--- src/rtl/rand_pkg.sv ---
// Shared types and helpers for the multi-digit random roller.
package rand_pkg;

  typedef enum logic {
    IDLE = 1'b0,
    ROLL = 1'b1
  } state_e;

  // Galois tap masks for the supported LFSR widths.
  function automatic logic [31:0] lfsr_taps(input int width);
    logic [31:0] taps;
    case (width)
      8:       taps = 32'h0000_00B8;
      16:      taps = 32'h0000_B400;
      24:      taps = 32'h00E1_0000;
      32:      taps = 32'hA300_0000;
      default: taps = 32'h0000_B400;
    endcase
    return taps;
  endfunction

  // Fold an out-of-range nibble back into 0..max_v by repeated subtraction.
  function automatic logic [3:0] digit_map(input logic [3:0] raw, input logic [3:0] max_v);
    logic [4:0] v;
    v = {1'b0, raw};
    for (int i = 0; i < 15; i++) begin
      if (v > {1'b0, max_v}) begin
        v = v - ({1'b0, max_v} + 5'd1);
      end else begin
        v = v;
      end
    end
    return v[3:0];
  endfunction

endpackage

--- src/rtl/rand_roll_n_if.sv ---
// Run/result bus between the roller and whatever drives and displays it.
interface rand_roll_n_if #(
  parameter int NUM_DIGITS = 2
) ();
  logic                    run_in;
  logic [4*NUM_DIGITS-1:0] num;
  logic                    rolling;
  logic                    done;

  modport master (output run_in, input num, input rolling, input done);
  modport slave  (input run_in, output num, output rolling, output done);
endinterface

--- src/rtl/rand_roll_n_lfsr_galois.sv ---
// Free-running right-shift Galois LFSR that reloads its seed if it ever sees zero.
module lfsr_galois #(
  parameter int           W    = 16,
  parameter logic [W-1:0] SEED = W'(16'hACE1),
  parameter logic [W-1:0] TAPS = W'(16'hB400)
) (
  input  logic         CLK,
  input  logic         RST,
  output logic [W-1:0] q
);

  logic [W-1:0] q_q;
  logic [W-1:0] q_d;

  // Next state: one Galois step, or the seed when stuck at zero.
  always_comb begin
    q_d = q_q;
    if (q_q == {W{1'b0}}) begin
      q_d = SEED;
    end else if (q_q[0]) begin
      q_d = (q_q >> 1) ^ TAPS;
    end else begin
      q_d = q_q >> 1;
    end
  end

  // State register.
  always_ff @(posedge CLK or posedge RST) begin
    if (RST) begin
      q_q <= SEED;
    end else begin
      q_q <= q_d;
    end
  end

  assign q = q_q;

endmodule

--- src/rtl/rand_roll_n.sv ---
// Multi-digit BCD roller: a run pulse animates the digits every tick, then
// settles after ROLL_TICKS ticks (or on a second press) and pulses done.
module rand_roll_n
  import rand_pkg::*;
#(
  parameter int                NUM_DIGITS = 2,
  parameter int                LFSR_W     = 16,
  parameter logic [LFSR_W-1:0] SEED       = LFSR_W'(16'hACE1),
  parameter int                TICK_DIV   = 50000,
  parameter int                ROLL_TICKS = 300,
  parameter int                MAX_DIGIT  = 9,
  parameter int                STOP_EN    = 1
) (
  input logic          CLK,
  input logic          RST,
  rand_roll_n_if.slave bus
);

  localparam int                TW        = $clog2(TICK_DIV);
  localparam int                RW        = $clog2(ROLL_TICKS + 1);
  localparam logic [TW-1:0]     TICK_LAST = TW'(TICK_DIV - 1);
  localparam logic [RW-1:0]     ROLL_LAST = RW'(ROLL_TICKS - 1);
  localparam logic [3:0]        MAX_D     = 4'(MAX_DIGIT);
  localparam logic [LFSR_W-1:0] TAPS      = LFSR_W'(lfsr_taps(LFSR_W));

  state_e                  state_q;
  logic [TW-1:0]           tick_q;
  logic [RW-1:0]           roll_q;
  logic [4*NUM_DIGITS-1:0] num_q;
  logic [4*NUM_DIGITS-1:0] num_d;
  logic                    rolling_q;
  logic                    done_q;
  logic [LFSR_W-1:0]       lfsr_s;
  logic                    tick_s;
  logic                    stop_s;
  logic                    settle_s;
  logic                    unused_lfsr_s;

  lfsr_galois #(
    .W    (LFSR_W),
    .SEED (SEED),
    .TAPS (TAPS)
  ) u_lfsr (
    .CLK (CLK),
    .RST (RST),
    .q   (lfsr_s)
  );

  // Upper LFSR bits beyond the displayed digits only feed the sequence itself.
  assign unused_lfsr_s = ^lfsr_s;

  // Map the current LFSR nibbles onto legal digits.
  always_comb begin
    num_d = {(4*NUM_DIGITS){1'b0}};
    for (int i = 0; i < NUM_DIGITS; i++) begin
      num_d[4*i +: 4] = digit_map(lfsr_s[4*i +: 4], MAX_D);
    end
  end

  assign tick_s   = (state_q == ROLL) && (tick_q == TICK_LAST);
  assign stop_s   = (STOP_EN != 0) && (state_q == ROLL) && bus.run_in;
  assign settle_s = stop_s || (tick_s && (roll_q == ROLL_LAST));

  // Roll FSM with counters and registered outputs; a press during done is dropped.
  always_ff @(posedge CLK or posedge RST) begin
    if (RST) begin
      state_q   <= IDLE;
      tick_q    <= {TW{1'b0}};
      roll_q    <= {RW{1'b0}};
      num_q     <= {(4*NUM_DIGITS){1'b0}};
      rolling_q <= 1'b0;
      done_q    <= 1'b0;
    end else begin
      done_q <= 1'b0;
      case (state_q)
        IDLE: begin
          if (bus.run_in && !done_q) begin
            state_q   <= ROLL;
            rolling_q <= 1'b1;
            tick_q    <= {TW{1'b0}};
            roll_q    <= {RW{1'b0}};
          end
        end
        ROLL: begin
          tick_q <= tick_s ? {TW{1'b0}} : tick_q + TW'(1);
          if (settle_s) begin
            num_q     <= num_d;
            done_q    <= 1'b1;
            rolling_q <= 1'b0;
            state_q   <= IDLE;
          end else if (tick_s) begin
            num_q  <= num_d;
            roll_q <= roll_q + RW'(1);
          end
        end
        default: begin
          state_q   <= IDLE;
          rolling_q <= 1'b0;
        end
      endcase
    end
  end

  assign bus.num     = num_q;
  assign bus.rolling = rolling_q;
  assign bus.done    = done_q;

endmodule

--- src/flat_wrapper.sv ---
// flat-port wrapper written by rule: the top's interface ports become plain ports
module rand_roll_n_flat import rand_pkg::*;
#(
  parameter int                NUM_DIGITS = 2,
  parameter int                LFSR_W     = 16,
  parameter logic [LFSR_W-1:0] SEED       = LFSR_W'(16'hACE1),
  parameter int                TICK_DIV   = 50000,
  parameter int                ROLL_TICKS = 300,
  parameter int                MAX_DIGIT  = 9,
  parameter int                STOP_EN    = 1
)
  (CLK, RST, bus_run_in, bus_num, bus_rolling, bus_done);
  rand_roll_n_if #(.NUM_DIGITS(NUM_DIGITS)) bus_i ();
  input logic CLK;
  input logic RST;
  input wire logic [$bits(bus_i.run_in)-1:0] bus_run_in;
  output wire logic [$bits(bus_i.num)-1:0] bus_num;
  output wire logic [$bits(bus_i.rolling)-1:0] bus_rolling;
  output wire logic [$bits(bus_i.done)-1:0] bus_done;
  assign bus_i.run_in = bus_run_in;
  assign bus_num = bus_i.num;
  assign bus_rolling = bus_i.rolling;
  assign bus_done = bus_i.done;
  rand_roll_n #(.NUM_DIGITS(NUM_DIGITS), .LFSR_W(LFSR_W), .SEED(SEED), .TICK_DIV(TICK_DIV), .ROLL_TICKS(ROLL_TICKS), .MAX_DIGIT(MAX_DIGIT), .STOP_EN(STOP_EN)) u_core (.CLK(CLK), .RST(RST), .bus(bus_i));
endmodule
--- config.mk ---
export PLATFORM = sky130hd
export DESIGN_NAME = rand_roll_n_flat
export DESIGN_NICKNAME = d
export VERILOG_FILES = /design/src/rtl/rand_pkg.sv /design/src/rtl/rand_roll_n_if.sv /design/src/rtl/rand_roll_n_lfsr_galois.sv /design/src/rtl/rand_roll_n.sv /design/src/flat_wrapper.sv
export SDC_FILE = /design/constraint.sdc
export NUM_CORES = 1
export LEC_CHECK = 0
export ABC_AREA = 1
export CORE_MARGIN = 1
export CORE_UTILIZATION = 52
export DETAILED_ROUTE_END_ITERATION = 8
export PLACE_DENSITY = 0.74
export SLEW_MARGIN = 15
export SYNTH_ARGS = -nofsm -noshare
export SYNTH_HDL_FRONTEND = slang
export SYNTH_SLANG_ARGS = --single-unit
--- constraint.sdc ---
create_clock -name CLK -period 2.4 [get_ports CLK]
set_input_delay 0.48 -clock CLK [delete_from_list [all_inputs] [get_ports CLK]]
set_output_delay 0.48 -clock CLK [all_outputs]
set_load 0.005 [all_outputs]
==> impl_metrics.yaml <==
sta:
  rsz0062_at_grt: "no"
  max_slew.worst_pin.slew_ns: 0.496
  min_period_ns: 2.21
  worst_slack_ns: 0.189
  slew_violations: 0
  period_share_pct: 92.1
  tns_ns: 0
  hold_viol_final: 0
  clock_skew_ns: 0.0161
  max_slew_margin_pct: 66.9
  setup_violations: 0
  timing.fmax_mhz: 452
drt:
  drt_iter0_markers: 157
  drc: 0
  drtAntennaViolNets: 0
  post_drt_wl_per_cell_um: 12.4
  routed_wl_um: 5910
  via_per_inst: 5.31
  drt_pre_antenna_iters: 5
  vias: 2527
worst_setup_path:
  cp-endpoint: "u_core.bus.num[6]"
  r2r_cells: 13
  crit_fanout: 5
  r2r_start: "u_core.u_lfsr.q[5]"
  max_stage_delay_ns: 0.58
  crit_type: "reg2reg"
  cp_slowest_cell: "dfstp_2"
  setup.worst_path.end_class: "flip-flop"
  worstReg2RegEnd: "u_core.bus.num[6]"
  path_buf_inv: 2
  crit_family: "adder cells"
  cp_data_arrival_time_ns: 2.48
  cp.required_ns: 2.66
  critPathLaunch: "u_core.u_lfsr.q[5]"
  crit_path_start_kind: "flip-flop"
  r2r_slack_ns: 0.19
  crit_top_cell: "nand2_1"
  cp_cell_sequence: "inv_2 > ha_1 > nand3_1 > nand2_2 > ha_4 > nand3_2 > nand2_1 > ha_1 > inv_1 > nand4_1 > nand2_1 > nand3_1 > nand2_1"
  worst-path-stages: 13
clocking:
  cts_buffer_depth: 2
  clkTransAtPathRegs_ns: 0.10
  clockRootBuffer: "clkbuf_8"
  cts_tree: "yes"
  cts-buffers-inserted: 5
  htree_levels: 2
  worstSkewPairLatency_ns: 0.32
  cts_sinks: 52
power:
  p_total_mw: 2.35
  p_comb_share_pct: 22.6
  p_leak_nw: 1.58
  p_seq_share_pct: 47.2
  swShare_pct: 30.1
  p_int_mw: 1.64
  clkPwrFrac_pct: 30.2
  p_switching_uw: 708
  peakVddDrop_v: 0.000446
  power.density_nw_per_um2: 703
cells_and_area:
  area.sequential_sq_um: 1310
  antenna_cells: 0
  final_cell_mix: "nand2_1 (111), dfrtp_1 (44), inv_1 (39), nor2_1 (39), nand3_1 (26)"
  area_delta_synth_final_pct: 11.2
  final_common_cell: "nand2_1"
  fill_cells: 502
  multiInputGateArea_sq_um: 1440
  drive_gt1_share_pct: 13.9
  fin_nets: 414
yosys:
  ys_seq_elements: 52
  synth.avg_cell_area_sq_um: 7.64
  yosys-top-cells-area: "dfrtp_1 (37%), nand2_1 (14%), dfstp_2 (7.0%)"
  synth.top_cell.area_share_pct: 36.7
  synth-seq-area-share_pct: 43.6
  syn_inst: 393
  netlist-cell-type-count: 35
  syn-cell-area_sq_um: 3000
  yosys.area.top_type: "dfrtp_1"
  synth_nets: 404
  yosys_warnings: 0
placed_design:
  dpl.hpwl_um: 4190
  port_buffers: 12
  preCtsSetupSlack_ns: 0.145
  routabilityCongestion: 0.963
global_routing:
  grt-ovfl-total: 0
  grt_max_degree: 31
  first_global_vias: 2376
  track_usage_pct: 21.6
  antenna_found_initial: 0
  grt_pass1_wl_um: 10300
floorplan:
  start_util_pct: 54.2
  core_sq_um: 5540
  top_level_ports: 13
  fp.dieArea_sq_um: 6080
  fp.dieH_um: 78.0
  rows: 27
  die_x_um: 78.0
min_path:
  hold_path_class: "reg2reg"
run:
  cap_violations: 0
outcome:
  status: "finished clean"
[worst register-to-register path, stage by stage (launching register included)]
cell,delay [ns]
dfstp_2,0.58
inv_2,0.06
ha_1,0.30
nand3_1,0.10
nand2_2,0.10
ha_4,0.26
nand3_2,0.08
nand2_1,0.06
ha_1,0.21
inv_1,0.05
nand4_1,0.14
nand2_1,0.11
nand3_1,0.07
nand2_1,0.06
[Yosys cell counts, drive strengths merged]
library cell / n
nand4: 21
xnor2: 5
nand3b: 2
nand2: 115
dfrtp: 44
o21ai: 20
nand3: 31
ha: 8
a21o: 1
xor2: 8
clkbuf: 10
o22ai: 3
buf: 4
a22oi: 2
nor2: 43
nor3: 7
o21bai: 1
o211ai: 1
nor4: 2
a21oi: 4
dfstp: 8
inv: 53
[kinds of logic after synthesis]
| group | synth area share [%] |
|---|---|
| simple gates | 33.6 |
| buf+inv | 8.91 |
| flops | 43.6 |
| compound gates | 6.75 |
| xor+xnor | 3.79 |
| fa+ha+maj | 3.33 |
[per-layer routing]
layer | wire (um) | GRT usage (%) | vias up
li1 | - | - | 1271
met1 | 2690 | 26.0 | 1187
met2 | 2910 | 38.2 | 61
met3 | 229 | 4.59 | 8
met4 | 83 | 7.59 | 0
met5 | 0 | 0 | -
[sequential cells by signal, summed over array words and instances (netlist names)]
| signal | count |
|---|---|
| u_core.u_lfsr.q | 16 |
| u_core.state_q | 1 |
| u_core.bus.rolling | 1 |
| u_core.roll_q | 9 |
| u_core.bus.num | 8 |
| u_core.tick_q | 16 |
| u_core.bus.done | 1 |
[final cells by class]
cell class	count	share of cell area [%]
clock buffer	6	2.17
clock inverter	2	1.80
sequential	52	39.3
inverter	53	5.96
timing repair buffer	17	5.09
tap	72	2.70
multi-input combinational	274	43.0
[stage by stage]
| step | hold slack (ns) | instances | cell area (sq um) | utilization, % |
|---|---|---|---|---|
| after global routing | 0.406 | 476 | 3340 | 60.3 |
| final | 0.386 | 476 | 3340 | 60.3 |
| after global placement | 0.362 | 467 | 3190 | 57.5 |
| after detailed placement | 0.371 | 467 | 3190 | 57.5 |
| after CTS | 0.390 | 475 | 3320 | 59.9 |
| after floorplan | 0.429 | 393 | 3000 | - |
[power by group through the flow]
stage | sequential (mW) | clock [mW] | combinational [mW]
after global routing | 1.13 | 0.763 | 0.597
after floorplan | 1.09 | 0 | 0.339
after CTS | 1.11 | 0.733 | 0.533
after global placement | 1.12 | 0 | 0.522
final | 1.11 | 0.709 | 0.531
after detailed placement | 1.12 | 0 | 0.532
[what timing repair did]
action | CTS | global route
hold buffers | 0 | 0
setup endpoints to repair | 0 | 1
setup buffers | 0 | 1
resized for setup | 0 | 1
[worst min-delay path by stage]
stage                                  start            endpoint  slack, ns  cells after the start
after floorplan           u_core.u_lfsr.q[9]  u_core.u_lfsr.q[8]       0.43                      1
after global placement    u_core.u_lfsr.q[9]  u_core.u_lfsr.q[8]       0.36                      0
after detailed placement  u_core.u_lfsr.q[9]  u_core.u_lfsr.q[8]       0.37                      0
after CTS                 u_core.u_lfsr.q[9]  u_core.u_lfsr.q[8]       0.39                      0
after global routing      u_core.u_lfsr.q[9]  u_core.u_lfsr.q[8]       0.41                      0
final                     u_core.u_lfsr.q[9]  u_core.u_lfsr.q[8]       0.39                      0
No activity file was read; power rests on OpenSTA's default activity.
